[src/rtl/usb_pkg.sv]
// USB receive/transmit shared definitions: controller states, PID codes, SYNC pattern.
package usb_pkg;

  typedef enum logic [3:0] {
    IDLE,
    SYNC_WAIT,
    PID_WAIT,
    DATA_WAIT,
    WRITE,
    EOP_WAIT,
    CHK_CRC,
    DONE,
    ERR_EOP,
    ERR_IDLE
  } rx_state_t;

  localparam logic [7:0] SYNC_BYTE = 8'h80;

  localparam logic [3:0] PID_DATA0 = 4'b0011;
  localparam logic [3:0] PID_DATA1 = 4'b1011;
  localparam logic [3:0] PID_ACK   = 4'b0010;
  localparam logic [3:0] PID_NAK   = 4'b1010;
  localparam logic [3:0] PID_STALL = 4'b1110;

  // Upper nibble of a PID byte is the one's complement of the lower nibble.
  function automatic logic pid_check(input logic [7:0] b);
    return b[7:4] == ~b[3:0];
  endfunction

endpackage

[src/rtl/usb_rx_controller.sv]
// USB packet receive FSM: validates SYNC/PID, streams payload+CRC bytes to a FIFO, checks CRC at EOP.
// Each byte is written 1 cycle after byte_received; fifo_full on an incoming byte aborts the packet.
module usb_rx_controller
  import usb_pkg::*;
#(
  parameter int MAX_BYTES = 64
) (
  input  logic       clk,
  input  logic       rst,
  input  logic       d_edge,
  input  logic       byte_received,
  input  logic [7:0] rcv_data,
  input  logic       eop,
  input  logic       crc_ok,
  input  logic       fifo_full,
  output logic       rcving,
  output logic       w_enable,
  output logic [7:0] rx_byte,
  output logic       crc_clear,
  output logic [3:0] pid,
  output logic       pid_valid,
  output logic [6:0] byte_count,
  output logic       r_error,
  output logic       packet_done
);

  localparam logic [6:0] BYTE_LIMIT = 7'(MAX_BYTES + 2);

  rx_state_t state, next_state;
  logic      start;
  logic      pid_take;

  assign start    = (state == IDLE || state == ERR_IDLE) && d_edge;
  assign pid_take = (state == PID_WAIT) && !eop && byte_received && pid_check(rcv_data);

  always_ff @(posedge clk) begin
    if (rst) begin
      state      <= IDLE;
      rx_byte    <= '0;
      pid        <= '0;
      pid_valid  <= 1'b0;
      byte_count <= '0;
      r_error    <= 1'b0;
    end else begin
      state <= next_state;
      if (start) begin
        r_error    <= 1'b0;
        byte_count <= '0;
        pid_valid  <= 1'b0;
      end else begin
        if (next_state == ERR_EOP || next_state == ERR_IDLE) r_error <= 1'b1;
        if (state == WRITE) byte_count <= byte_count + 7'd1;
      end
      if (pid_take) begin
        pid       <= rcv_data[3:0];
        pid_valid <= 1'b1;
      end
      if (next_state == WRITE) rx_byte <= rcv_data;
    end
  end

  always_comb begin
    next_state = state;
    case (state)
      IDLE, ERR_IDLE: if (d_edge) next_state = SYNC_WAIT;
      SYNC_WAIT: begin
        if (eop) next_state = ERR_IDLE;
        else if (byte_received) next_state = (rcv_data == SYNC_BYTE) ? PID_WAIT : ERR_EOP;
      end
      PID_WAIT: begin
        if (eop) next_state = ERR_IDLE;
        else if (byte_received) begin
          if (!pid_check(rcv_data)) next_state = ERR_EOP;
          else begin
            case (rcv_data[3:0])
              PID_DATA0, PID_DATA1:         next_state = DATA_WAIT;
              PID_ACK, PID_NAK, PID_STALL:  next_state = EOP_WAIT;
              default:                      next_state = ERR_EOP;
            endcase
          end
        end
      end
      // EOP takes priority; a byte arriving alongside it is dropped.
      DATA_WAIT: begin
        if (eop) next_state = CHK_CRC;
        else if (byte_received) begin
          if (fifo_full || byte_count == BYTE_LIMIT) next_state = ERR_EOP;
          else next_state = WRITE;
        end
      end
      WRITE:     next_state = DATA_WAIT;
      EOP_WAIT: begin
        if (eop) next_state = DONE;
        else if (byte_received) next_state = ERR_EOP;
      end
      CHK_CRC:   next_state = (byte_count >= 7'd2 && crc_ok) ? DONE : ERR_IDLE;
      DONE:      next_state = IDLE;
      ERR_EOP:   if (eop) next_state = ERR_IDLE;
      default:   next_state = IDLE;
    endcase
  end

  always_comb begin
    w_enable    = (state == WRITE);
    packet_done = (state == DONE);
    crc_clear   = start && !rst;
    case (state)
      SYNC_WAIT, PID_WAIT, DATA_WAIT, WRITE, EOP_WAIT, CHK_CRC, ERR_EOP: rcving = 1'b1;
      default:                                                           rcving = 1'b0;
    endcase
  end

endmodule

[config.mk]
export PLATFORM = sky130hd
export DESIGN_NAME = usb_rx_controller
export DESIGN_NICKNAME = d
export VERILOG_FILES = /design/src/rtl/usb_pkg.sv /design/src/rtl/usb_rx_controller.sv
export SDC_FILE = /design/constraint.sdc
export NUM_CORES = 1
export LEC_CHECK = 0
export ABC_CLOCK_PERIOD_IN_PS = 4000
export BUFFER_PORTS_ARGS = -buffer_cell sky130_fd_sc_hd__clkbuf_2
export CORE_MARGIN = 4
export CORE_UTILIZATION = 56
export CTS_CLUSTER_SIZE = 40
export DETAILED_ROUTE_END_ITERATION = 16
export GPL_ROUTABILITY_DRIVEN = 0
export HOLD_SLACK_MARGIN = 0.06
export PLACE_DENSITY = 0.84
export SLEW_MARGIN = 20
export SYNTH_ARGS = -nofsm -noshare
export SYNTH_HDL_FRONTEND = slang
export SYNTH_SLANG_ARGS = --single-unit
[constraint.sdc]
create_clock -name clk -period 4 [get_ports clk]
set_input_delay 0.2 -clock clk [delete_from_list [all_inputs] [get_ports clk]]
set_output_delay 0.2 -clock clk [all_outputs]
set_load 0.01 [all_outputs]
**Word-level counts from Yosys, hierarchy flattened**

Index checks and enable logic that the tools add are counted.

- Flip-flop bits (word level): 25
- Input port bits: 15
- Output and inout port bits: 25
- Word-level logic and storage cells: 66

- Add/sub/neg operators: 1
- $lt $le $gt $ge: 1
- Equal/unequal tests: 20
- Multiplexer cells: 19
- Bitwise gates (word level): 1
- Reductions and logical operators: 18

Operators with widths:

| kind | number |
|---|---|
| $mux W4 | 14 |
| $pmux W4 S8 | 1 |
| $eq A4 B4 Y1 const B | 7 |
| $eq A4 B3 Y1 const B | 5 |
| $eq A4 B2 Y1 const B | 4 |
| $eq A8 B8 Y1 const B | 1 |
| $pmux W4 S2 | 1 |
| $add A7 B1 Y7 const B | 1 |
| $eq A7 B7 Y1 const B | 1 |
| $ge A7 B2 Y1 const B | 1 |
| $reduce_or A7 Y1 | 1 |
| $logic_and A1 B1 Y1 | 6 |
| $reduce_or A2 Y1 | 3 |
| $eq A4 B1 Y1 const B | 1 |
| $eq A4 B4 Y1 | 1 |
| $logic_not A4 Y1 | 1 |
| $not A4 Y4 | 1 |
| $logic_or A1 B1 Y1 | 3 |
| $mux W1 | 3 |
| $reduce_or A3 Y1 | 1 |
| $logic_not A1 Y1 | 2 |
| $reduce_bool A2 Y1 | 1 |

**Longest topological paths before layout**

Gate-level depths: netlist of run 1.

- Depth in word-level cells: 9
- Depth in mapped cells: 9
- Depth with buffers taken out: 8

**Worst setup path after synthesis of run 1**

OpenSTA, ideal clock, no wires.

- Path kind: register to register
- Start point: reg state[1]
- End point: reg rx_byte[0]
- Setup time: 72 ps
- Arrival time: 2083 ps
- Data required time: 3928 ps
- Path slack: 1845 ps
- Cell stages (with the launch flop): 10
- Period minus slack after synthesis: 2155 ps
- Cells stage by stage: dfxtp_1 -> buf_4 -> or4b_4 -> nor4b_4 -> and3_1 -> buf_6 -> a211o_4 -> and3_4 -> buf_12 -> mux2i_1

- Longest elaborated chain between the ends: 4
- Elaborated cells between the ends (all ways): 22
- Classes of those cells: eq/ne (9); mux (11); reduce/logical (2)

Ends and longest elaborated chain:

| element | line | RTL |
|---|---|---|
| from (decl) | usb_rx_controller.sv:29 | `rx_state_t state, next_state;` |
| from (signal assigned) | usb_rx_controller.sv:45 | `state <= next_state;` |
| $eq A4 B4 Y1 (tied with other cells) | usb_rx_controller.sv:64 | `case (state)` |
| $reduce_or A2 Y1 (tied with other cells) | usb_rx_controller.sv:64 |  |
| $pmux W4 S8 (*) | usb_rx_controller.sv:64 |  |
| $eq A4 B3 Y1 (*) | usb_rx_controller.sv:58 | `if (next_state == WRITE) rx_byte <= rcv_data;` |
| to (signal assigned) | usb_rx_controller.sv:58 |  |
| to (decl) | usb_rx_controller.sv:18 | `output logic [7:0] rx_byte,` |

Mark *: on every way between the ends. The rest lies on a longest branch, timed or not.
A chain may end at the register's enable or synchronous reset.

**Worst setup path after layout of run 1**

- Start point: reg state[1]
- End point: reg rx_byte[6]

Same word-level chain as after synthesis.

==> impl_metrics.json, run 1 <==
{
  "grt_use_total": 0.217,
  "worstSetupPathType": "register to register",
  "grt_pass1_wl_um": 6130,
  "fin_crit_sh": 0.679,
  "ir_drop_v": 0.000274,
  "wire_per_inst_um": 14.4,
  "synth-seq-cells": 25,
  "worst_pin_slew_ps": 550,
  "final.fill_count": 215,
  "cts_root_buf": "clkbuf_4",
  "post-route-util": 0.681,
  "fin_crit_ps": 2720,
  "holdBufCountCts": 0,
  "p_clk_frac": 0.250,
  "cts_tree": "done",
  "cts_max_level": 1,
  "cts_inserted_buffers": 3,
  "multi_input_area_sq_um": 960,
  "hold_viol": 0,
  "antenna_found_initial": 0,
  "grt_pass1_vias": 1396,
  "seq_area_sq_um": 500,
  "diodes": 0,
  "powerDensity_mw_per_mm2": 260,
  "core_sq_mm": 0.00257,
  "hold-path-cell-count": 3,
  "vias_per_cell": 5.74,
  "p_int_uw": 325,
  "synth.net_count": 202,
  "syn_avg_cell_area_sq_um": 8.43,
  "switching_share": 0.284,
  "postCtsSetupBuffers": 0,
  "clkTransAtPathRegs_ps": 140,
  "combPwrFrac": 0.168,
  "max_freq_mhz": 368,
  "postRouteAntennaNets": 0,
  "start_util": 0.607,
  "port_buffers": 39,
  "cts_num_sinks": 25,
  "cp-end-kind": "register",
  "outcome": "finished, final reports clean",
  "fin_tns_setup_ps": 0,
  "reg2regPathDepth": 6,
  "synth_warnings": 0,
  "ios": 40,
  "hold_path.class": "input pin to register",
  "syn_area_sq_mm": 0.00156,
  "grt_max_degree": 28,
  "drtIter0Drc": 113,
  "die_y_um": 60.8,
  "cts_resized": 0,
  "firstDrtPassIters": 4,
  "area_delta_synth_final_pct": 12.2,
  "worst-path-max-fanout": 16,
  "cp-start-kind": "register",
  "yosysSeqAreaShare": 0.321,
  "overflow": 0,
  "dp_hpwl_um": 2770,
  "dieArea_sq_mm": 0.00369,
  "rsz0062_at_grt": "false",
  "ctsLongestPathBuffers": 2,
  "synth_cell_types": 47,
  "slew_headroom": 0.632,
  "vias": 1411,
  "drt_wl_total_um": 3540,
  "drc": 0,
  "p_leak_uw": 0.000695,
  "drive_gt1_frac": 0.227,
  "row_count": 18,
  "cap_violations": 0,
  "cp_data_required_time_ps": 4250,
  "power_frac_seq": 0.582,
  "clk_latency_ps": 320,
  "skew_ps": 6.04,
  "cp_data_arrival_time_ps": 2970,
  "netlist_instances": 185,
  "die_w_um": 60.8,
  "nNetsFinal": 234,
  "slew_violations": 0,
  "setup_viol": 0,
  "p_switching_uw": 129
}
[cells in the mapped netlist (all sizes together)]
cell type  count  area [sq um]
or3            3          18.8
mux2i         12           120
nand2b        21           131
a211oi         2          15.0
a21oi          6          30.0
nor2          20          75.1
or4            1          7.51
nor3b          4          30.0
or4b           1          13.8
nand4b         1          8.76
o221a          1          11.3
o21ai          6          30.0
xor2           7          61.3
ha             2          25.0
o22a           1          8.76
o32a           1          10.0
nand3b         1          7.51
a22oi          1          7.51
a211o          1          17.5
clkbuf         9          33.8
inv            7          26.3
nor3           6          35.0
xnor2          5          43.8
or2            1          6.26
nor2b          4          25.0
buf            3          38.8
nand4          3          18.8
o311a          1          10.0
dfxtp         25           500
nand3          1          5.00
o211ai         3          22.5
o211a          1          10.0
a31oi          1          6.26
o22ai          1          6.26
nor4           1          6.26
o41a           1          11.3
nand2         13          48.8
a32oi          1          8.76
nor4b          2          32.5
nor4bb         1          10.0
and3           3          23.8
[worst paths after layout]
| check | startpoint | end | slack [ps] |
|---|---|---|---|
| max | state[1]$_SDFF_PP0_ | rx_byte[6]$_SDFFE_PP0N_ | 1280 |
| min | rcv_data[7] | rx_byte[7]$_SDFFE_PP0N_ | 150 |
| max reg2reg | state[1]$_SDFF_PP0_ | rx_byte[6]$_SDFFE_PP0N_ | 1280 |
| min reg2reg | r_error$_SDFFE_PP0P_ | r_error$_SDFFE_PP0P_ | 470 |
[cell usage in the layout (no fill, tap or decap), types with 3 or more instances in the layout]
cell and instances:
a21oi_1 6, clkbuf_2 39, clkbuf_4 3, dfxtp_1 25, inv_1 7, mux2i_1 12, nand2_1 13, nand2b_1 21
nand4_1 3, nor2_1 20, nor2b_1 4, nor3_1 5, nor3b_1 4, o211ai_1 3, o21ai_0 5, or3_1 3
xnor2_1 5, xor2_1 7
[layout make-up]
class / instances / area share
Clock buffer: 3 / 0.0129
Clock inverter: 1 / 0.00429
Inverter: 7 / 0.0150
Multi-Input combinational cell: 141 / 0.549
Sequential cell: 25 / 0.286
Tap cell: 30 / 0.0215
Timing Repair Buffer: 39 / 0.112
[stage by stage]
step / std cells / setup slack (ps) / instance area (sq um) / total power (uW) / hold slack [ps]
CTS: 246 / 1310 / 1750 / 458 / 139
global route: 246 / 1090 / 1750 / 482 / 159
global placement: 242 / 1470 / 1720 / 341 / 441
detailed placement: 242 / 1360 / 1720 / 345 / 446
floorplan: 185 / 1850 / 1560 / 319 / 347
finish: 246 / 1280 / 1750 / 454 / 148
[registers in the layout (all words and copies together) (netlist names)]
name        count
state           4
pid_valid       1
r_error         1
pid             4
rx_byte         8
byte_count      7
[layer usage]
layer / GRT usage / up-vias / wire length (um)
met4: 0.0774 / 0 / 25
met3: 0.0340 / 4 / 204
met2: 0.366 / 40 / 1740
met5: 0 / - / 0
met1: 0.279 / 664 / 1570
li1: - / 703 / -
[worst max-delay path: stages (launching register included)]
cell	delay [ps]
dfxtp_1	660
or4b_4	560
nor4b_4	320
and3_1	410
a211o_4	190
and3_4	280
mux2i_1	220
[power by group through the flow]
stage | registers [uW] | clock network, uW | logic [uW]
final | 264 | 114 | 76.3
after global routing | 266 | 133 | 83.4
after CTS | 264 | 118 | 76.0
after detailed placement | 269 | 0 | 75.6
after global placement | 268 | 0 | 72.8
after floorplan | 262 | 0 | 56.3
[cells by family (layout without fill, tap and decap cells)]
group                    count (synthesis)  count (layout)  synth area share
adder cells (fa/ha/maj)                  2               2            0.0160
buffers and inverters                   19              50            0.0634
AND/OR/NAND/NOR                         87              87             0.323
multiplexers                            12              12            0.0770
XOR/XNOR                                12              12            0.0674
AO/OA/AOI/OAI                           28              28             0.132
flip-flops                              25              25             0.321
No activity file was read; power rests on OpenSTA's default activity.
==> inputs of run 2 (changes only) <==
- ABC_CLOCK_PERIOD_IN_PS: 4000 -> 2530
- CORE_UTILIZATION: 56 -> 52
- PLACE_DENSITY: 0.84 -> 0.79
- clock period: 4 -> 2.53 ns (I/O delays scaled with it)
==> impl_metrics.json, run 2 (synthesis gave the netlist of run 1 again) <==
{
  "ios": 40,
  "crit_chain": "or4b_4 > nor4b_4 > and3_1 > a211o_4 > and3_4 > mux2i_1",
  "hold-path-cell-count": 3,
  "clk_latency_ps": 330,
  "cts_root_buf": "clkbuf_4",
  "slew_headroom": 0.719,
  "cp-end-kind": "register",
  "worst_pin_slew_ps": 418,
  "critPathTopFamily": "simple AND/OR/NAND/NOR gates",
  "overflow": 0,
  "reg2regPathDepth": 6,
  "fin_tns_setup_ps": 0,
  "die_w_um": 62.8,
  "whs_endpoint": "rx_byte[7]$_SDFFE_PP0N_",
  "row_count": 19,
  "top_regs": "rx_byte (8), byte_count (7)",
  "p_total_uw": 734,
  "hold_viol": 0,
  "holdBufCountCts": 0,
  "crit_slowest_cell": "or4b_4",
  "grt_max_degree": 28,
  "grt_use_total": 0.181,
  "worstSetupPathType": "register to register",
  "path_buf_inv": 0,
  "drive_gt1_frac": 0.244,
  "firstDrtPassIters": 4,
  "met3_usage": 0.0216,
  "grt_pass1_wl_um": 5900,
  "postRouteAntennaNets": 0,
  "post-route-util": 0.637,
  "diodes": 0,
  "antenna_found_initial": 0,
  "busiest_layer": "met2",
  "ir_drop_v": 0.000401,
  "cp_data_arrival_time_ps": 2590,
  "drc": 0,
  "slew_violations": 0,
  "wire_per_inst_um": 14.1,
  "outcome": "finished, final reports clean",
  "seq_area_sq_um": 500,
  "fin_crit_sh": 0.916,
  "met2_usage": 0.305,
  "clkTransAtPathRegs_ps": 150,
  "drtIter0Drc": 213,
  "multi_input_area_sq_um": 960,
  "cts_resized": 0,
  "max_freq_mhz": 432,
  "final_common_cell": "clkbuf_2",
  "drt_wl_total_um": 3560,
  "dpl_cell_area_sq_mm": 0.00176,
  "cts_tree": "done",
  "port_buffers": 39,
  "grt_use_met1": 0.227,
  "dp_hpwl_um": 2710,
  "ctsLongestPathBuffers": 2,
  "core_sq_mm": 0.00281,
  "start_util": 0.556,
  "vias": 1433,
  "area_delta_synth_final_pct": 14.7,
  "final_cell_mix": "clkbuf_2, dfxtp_1, nand2b_1",
  "fin_hold_ws_ps": 67.8,
  "final.fill_count": 241,
  "cts_max_level": 1,
  "powerDensity_mw_per_mm2": 410,
  "cts_num_sinks": 25,
  "cap_violations": 0,
  "dieArea_sq_mm": 0.00394,
  "worstHoldStart": "rcv_data[7]",
  "grt_pass1_vias": 1321,
  "postCtsSetupBuffers": 0,
  "hold_path.class": "input pin to register",
  "fin_area_sq_mm": 0.00179,
  "vias_per_cell": 5.69,
  "cp-start-kind": "register",
  "crit_path_max_incr_delay_ps": 610,
  "cts_inserted_buffers": 3,
  "skew_ps": 8.73,
  "p_leak_uw": 0.000722,
  "die_y_um": 62.8,
  "rsz0062_at_grt": "false",
  "r2r_setup_slack_ps": 210,
  "setup_viol": 0,
  "nNetsFinal": 239,
  "r2r_start": "state[2]$_SDFF_PP0_",
  "cp_data_required_time_ps": 2800,
  "worst-path-max-fanout": 12,
  "largest_register_ff_count": 8,
  "fin_crit_ps": 2320,
  "r2r_end": "rx_byte[1]$_SDFFE_PP0N_",
  "top_register": "rx_byte"
}
## run 2: cell type report
class / instances / area share
flip-flops and latches: 25 / 0.280
well taps: 31 / 0.0217
repair buffers: 44 / 0.130
inverters: 7 / 0.0147
multi-input cells: 141 / 0.537
clock inverters: 1 / 0.00420
clock buffers: 3 / 0.0126
## run 2: worst max-delay path by stage
| stage | startpoint | end | slack [ps] | depth (start not counted) |
|---|---|---|---|---|
| after global placement | state[2]$_SDFF_PP0_ | rx_byte[7]$_SDFFE_PP0N_ | 340 | 6 |
| after global routing | state[2]$_SDFF_PP0_ | rx_byte[1]$_SDFFE_PP0N_ | 130 | 6 |
| after floorplan | state[1]$_SDFF_PP0_ | rx_byte[0]$_SDFFE_PP0N_ | 380 | 9 |
| final | state[2]$_SDFF_PP0_ | rx_byte[1]$_SDFFE_PP0N_ | 210 | 6 |
| after CTS | state[2]$_SDFF_PP0_ | rx_byte[3]$_SDFFE_PP0N_ | 230 | 6 |
| after detailed placement | state[2]$_SDFF_PP0_ | rx_byte[3]$_SDFFE_PP0N_ | 240 | 6 |
## run 2: through the flow
step / instances / worst slack, ps
2_1_floorplan: 185 / 375
3_3_place_gp: 248 / 343
3_5_place_dp: 248 / 240
4_1_cts: 252 / 226
5_1_grt: 252 / 128
6_report: 252 / 213
## run 2: worst min-delay path: cells and delay by family
kind                   cells  cell delay, ps
buffers and inverters      1             110
muxes                      1              60
and+or+nand+nor            1              70
## run 2: per-layer routing
layer / wire length [um] / vias up
met5: 0 / -
met4: 97 / 0
met3: 110 / 12
met2: 1650 / 34
met1: 1700 / 671
li1: - / 716
## run 2: power breakdown
group	internal (uW)	switching [uW]
Combinational	59.2	84.5
Sequential	400	3.19
Clock	60.5	126
Total	520	214
==> inputs of run 3 (changes only) <==
- ABC_CLOCK_PERIOD_IN_PS: 2530 -> 2590
- clock period: 2.53 -> 2.59 ns (I/O delays scaled with it)
==> impl_metrics.json, run 3 (synthesis gave the netlist of run 1 again) <==
{
  "largest_register_ff_count": 8,
  "nNetsFinal": 239,
  "cp-end-kind": "register",
  "antenna_found_initial": 0,
  "cts_tree": "done",
  "cap_violations": 0,
  "overflow": 0,
  "p_leak_uw": 0.000722,
  "outcome": "finished, final reports clean",
  "final_common_cell": "clkbuf_2",
  "powerDensity_mw_per_mm2": 395,
  "skew_ps": 5.42,
  "drive_gt1_frac": 0.244,
  "postCtsSetupBuffers": 0,
  "dp_hpwl_um": 2660,
  "hold-path-cell-count": 3,
  "cts_num_sinks": 25,
  "p_total_uw": 706,
  "cp-start-kind": "register",
  "cts_inserted_buffers": 3,
  "r2r_setup_slack_ps": 280,
  "vias_per_cell": 5.51,
  "core_sq_mm": 0.00281,
  "grt_use_total": 0.177,
  "start_util": 0.556,
  "post-route-util": 0.637,
  "row_count": 19,
  "crit_start": "state[2]$_SDFF_PP0_",
  "setup_viol": 0,
  "dpl_cell_area_sq_mm": 0.00176,
  "cp_data_required_time_ps": 2840,
  "reg2regPathDepth": 6,
  "hold_viol": 0,
  "port_buffers": 39,
  "ir_drop_v": 0.000309,
  "final_cell_mix": "clkbuf_2, dfxtp_1, nand2b_1",
  "grt_pass1_wl_um": 5880,
  "worst-path-max-fanout": 12,
  "worstHoldStart": "rcv_data[7]",
  "fin_crit_ps": 2310,
  "holdBufCountCts": 0,
  "dieArea_sq_mm": 0.00394,
  "firstDrtPassIters": 4,
  "fin_crit_sh": 0.894,
  "drtIter0Drc": 128,
  "clk_latency_ps": 320,
  "hold_path.class": "input pin to register",
  "die_y_um": 62.8,
  "drt_wl_total_um": 3480,
  "grt_max_degree": 28,
  "slew_violations": 0,
  "slew_headroom": 0.743,
  "fin_tns_setup_ps": 0,
  "final.fill_count": 266,
  "vias": 1388,
  "postRouteAntennaNets": 0,
  "r2r_start": "state[2]$_SDFF_PP0_",
  "top_register": "rx_byte",
  "ctsLongestPathBuffers": 2,
  "cts_root_buf": "clkbuf_4",
  "diodes": 0,
  "worstSetupPathType": "register to register",
  "grt_pass1_vias": 1300,
  "top_regs": "rx_byte (8), byte_count (7)",
  "cts_max_level": 1,
  "worst_pin_slew_ps": 383,
  "cts_resized": 0,
  "wire_per_inst_um": 13.8,
  "die_w_um": 62.8,
  "fin_area_sq_mm": 0.00179,
  "ios": 40,
  "area_delta_synth_final_pct": 14.7,
  "clkTransAtPathRegs_ps": 140,
  "max_freq_mhz": 432,
  "cp_data_arrival_time_ps": 2570,
  "drc": 0,
  "rsz0062_at_grt": "false"
}
run 3: layout make-up:
type / instances / area [sq um] / share of cell area
multi-input cells: 141 / 960 / 0.537
flip-flops and latches: 25 / 500 / 0.280
repair buffers: 44 / 233 / 0.130
well taps: 31 / 38.8 / 0.0217
inverters: 7 / 26.3 / 0.0147
clock buffers: 3 / 22.5 / 0.0126
clock inverters: 1 / 7.51 / 0.00420
run 3: layer usage:
| metal | share of wire | vias to the layer above | track usage |
|---|---|---|---|
| met2 | 0.48 | 40 | 0.298 |
| met1 | 0.47 | 633 | 0.237 |
| met4 | 0.0029 | 0 | 0.0468 |
| met3 | 0.053 | 2 | 0.0234 |
| li1 | - | 713 | - |
| met5 | 0 | - | 0 |
run 3: worst paths after layout:
kind / to
worst min-delay path: rx_byte[7]$_SDFFE_PP0N_
worst max-delay path: rx_byte[6]$_SDFFE_PP0N_
worst min register to register: pid_valid$_SDFFE_PP0P_
worst max register to register: rx_byte[6]$_SDFFE_PP0N_
run 3: critical path, stage by stage, from the launching register on:
cell	delay, ps
dfxtp_1	450
or4b_4	610
nor4b_4	330
and3_1	250
a211o_4	140
and3_4	270
mux2i_1	200
run 3: metrics by stage:
step / setup slack (ps) / hold slack [ps] / instances
after floorplan: 435 / 277 / 185
after global placement: 398 / 421 / 248
after detailed placement: 329 / 425 / 248
after CTS: 282 / 77.9 / 252
after global routing: 154 / 94.4 / 252
final: 275 / 81.9 / 252
run 3: power by group:
| group | internal [uW] | switching [uW] | total, uW |
|---|---|---|---|
| clock network | 59.0 | 116 | 175 |
| registers | 391 | 3.39 | 394 |
| logic | 57.8 | 78.8 | 137 |
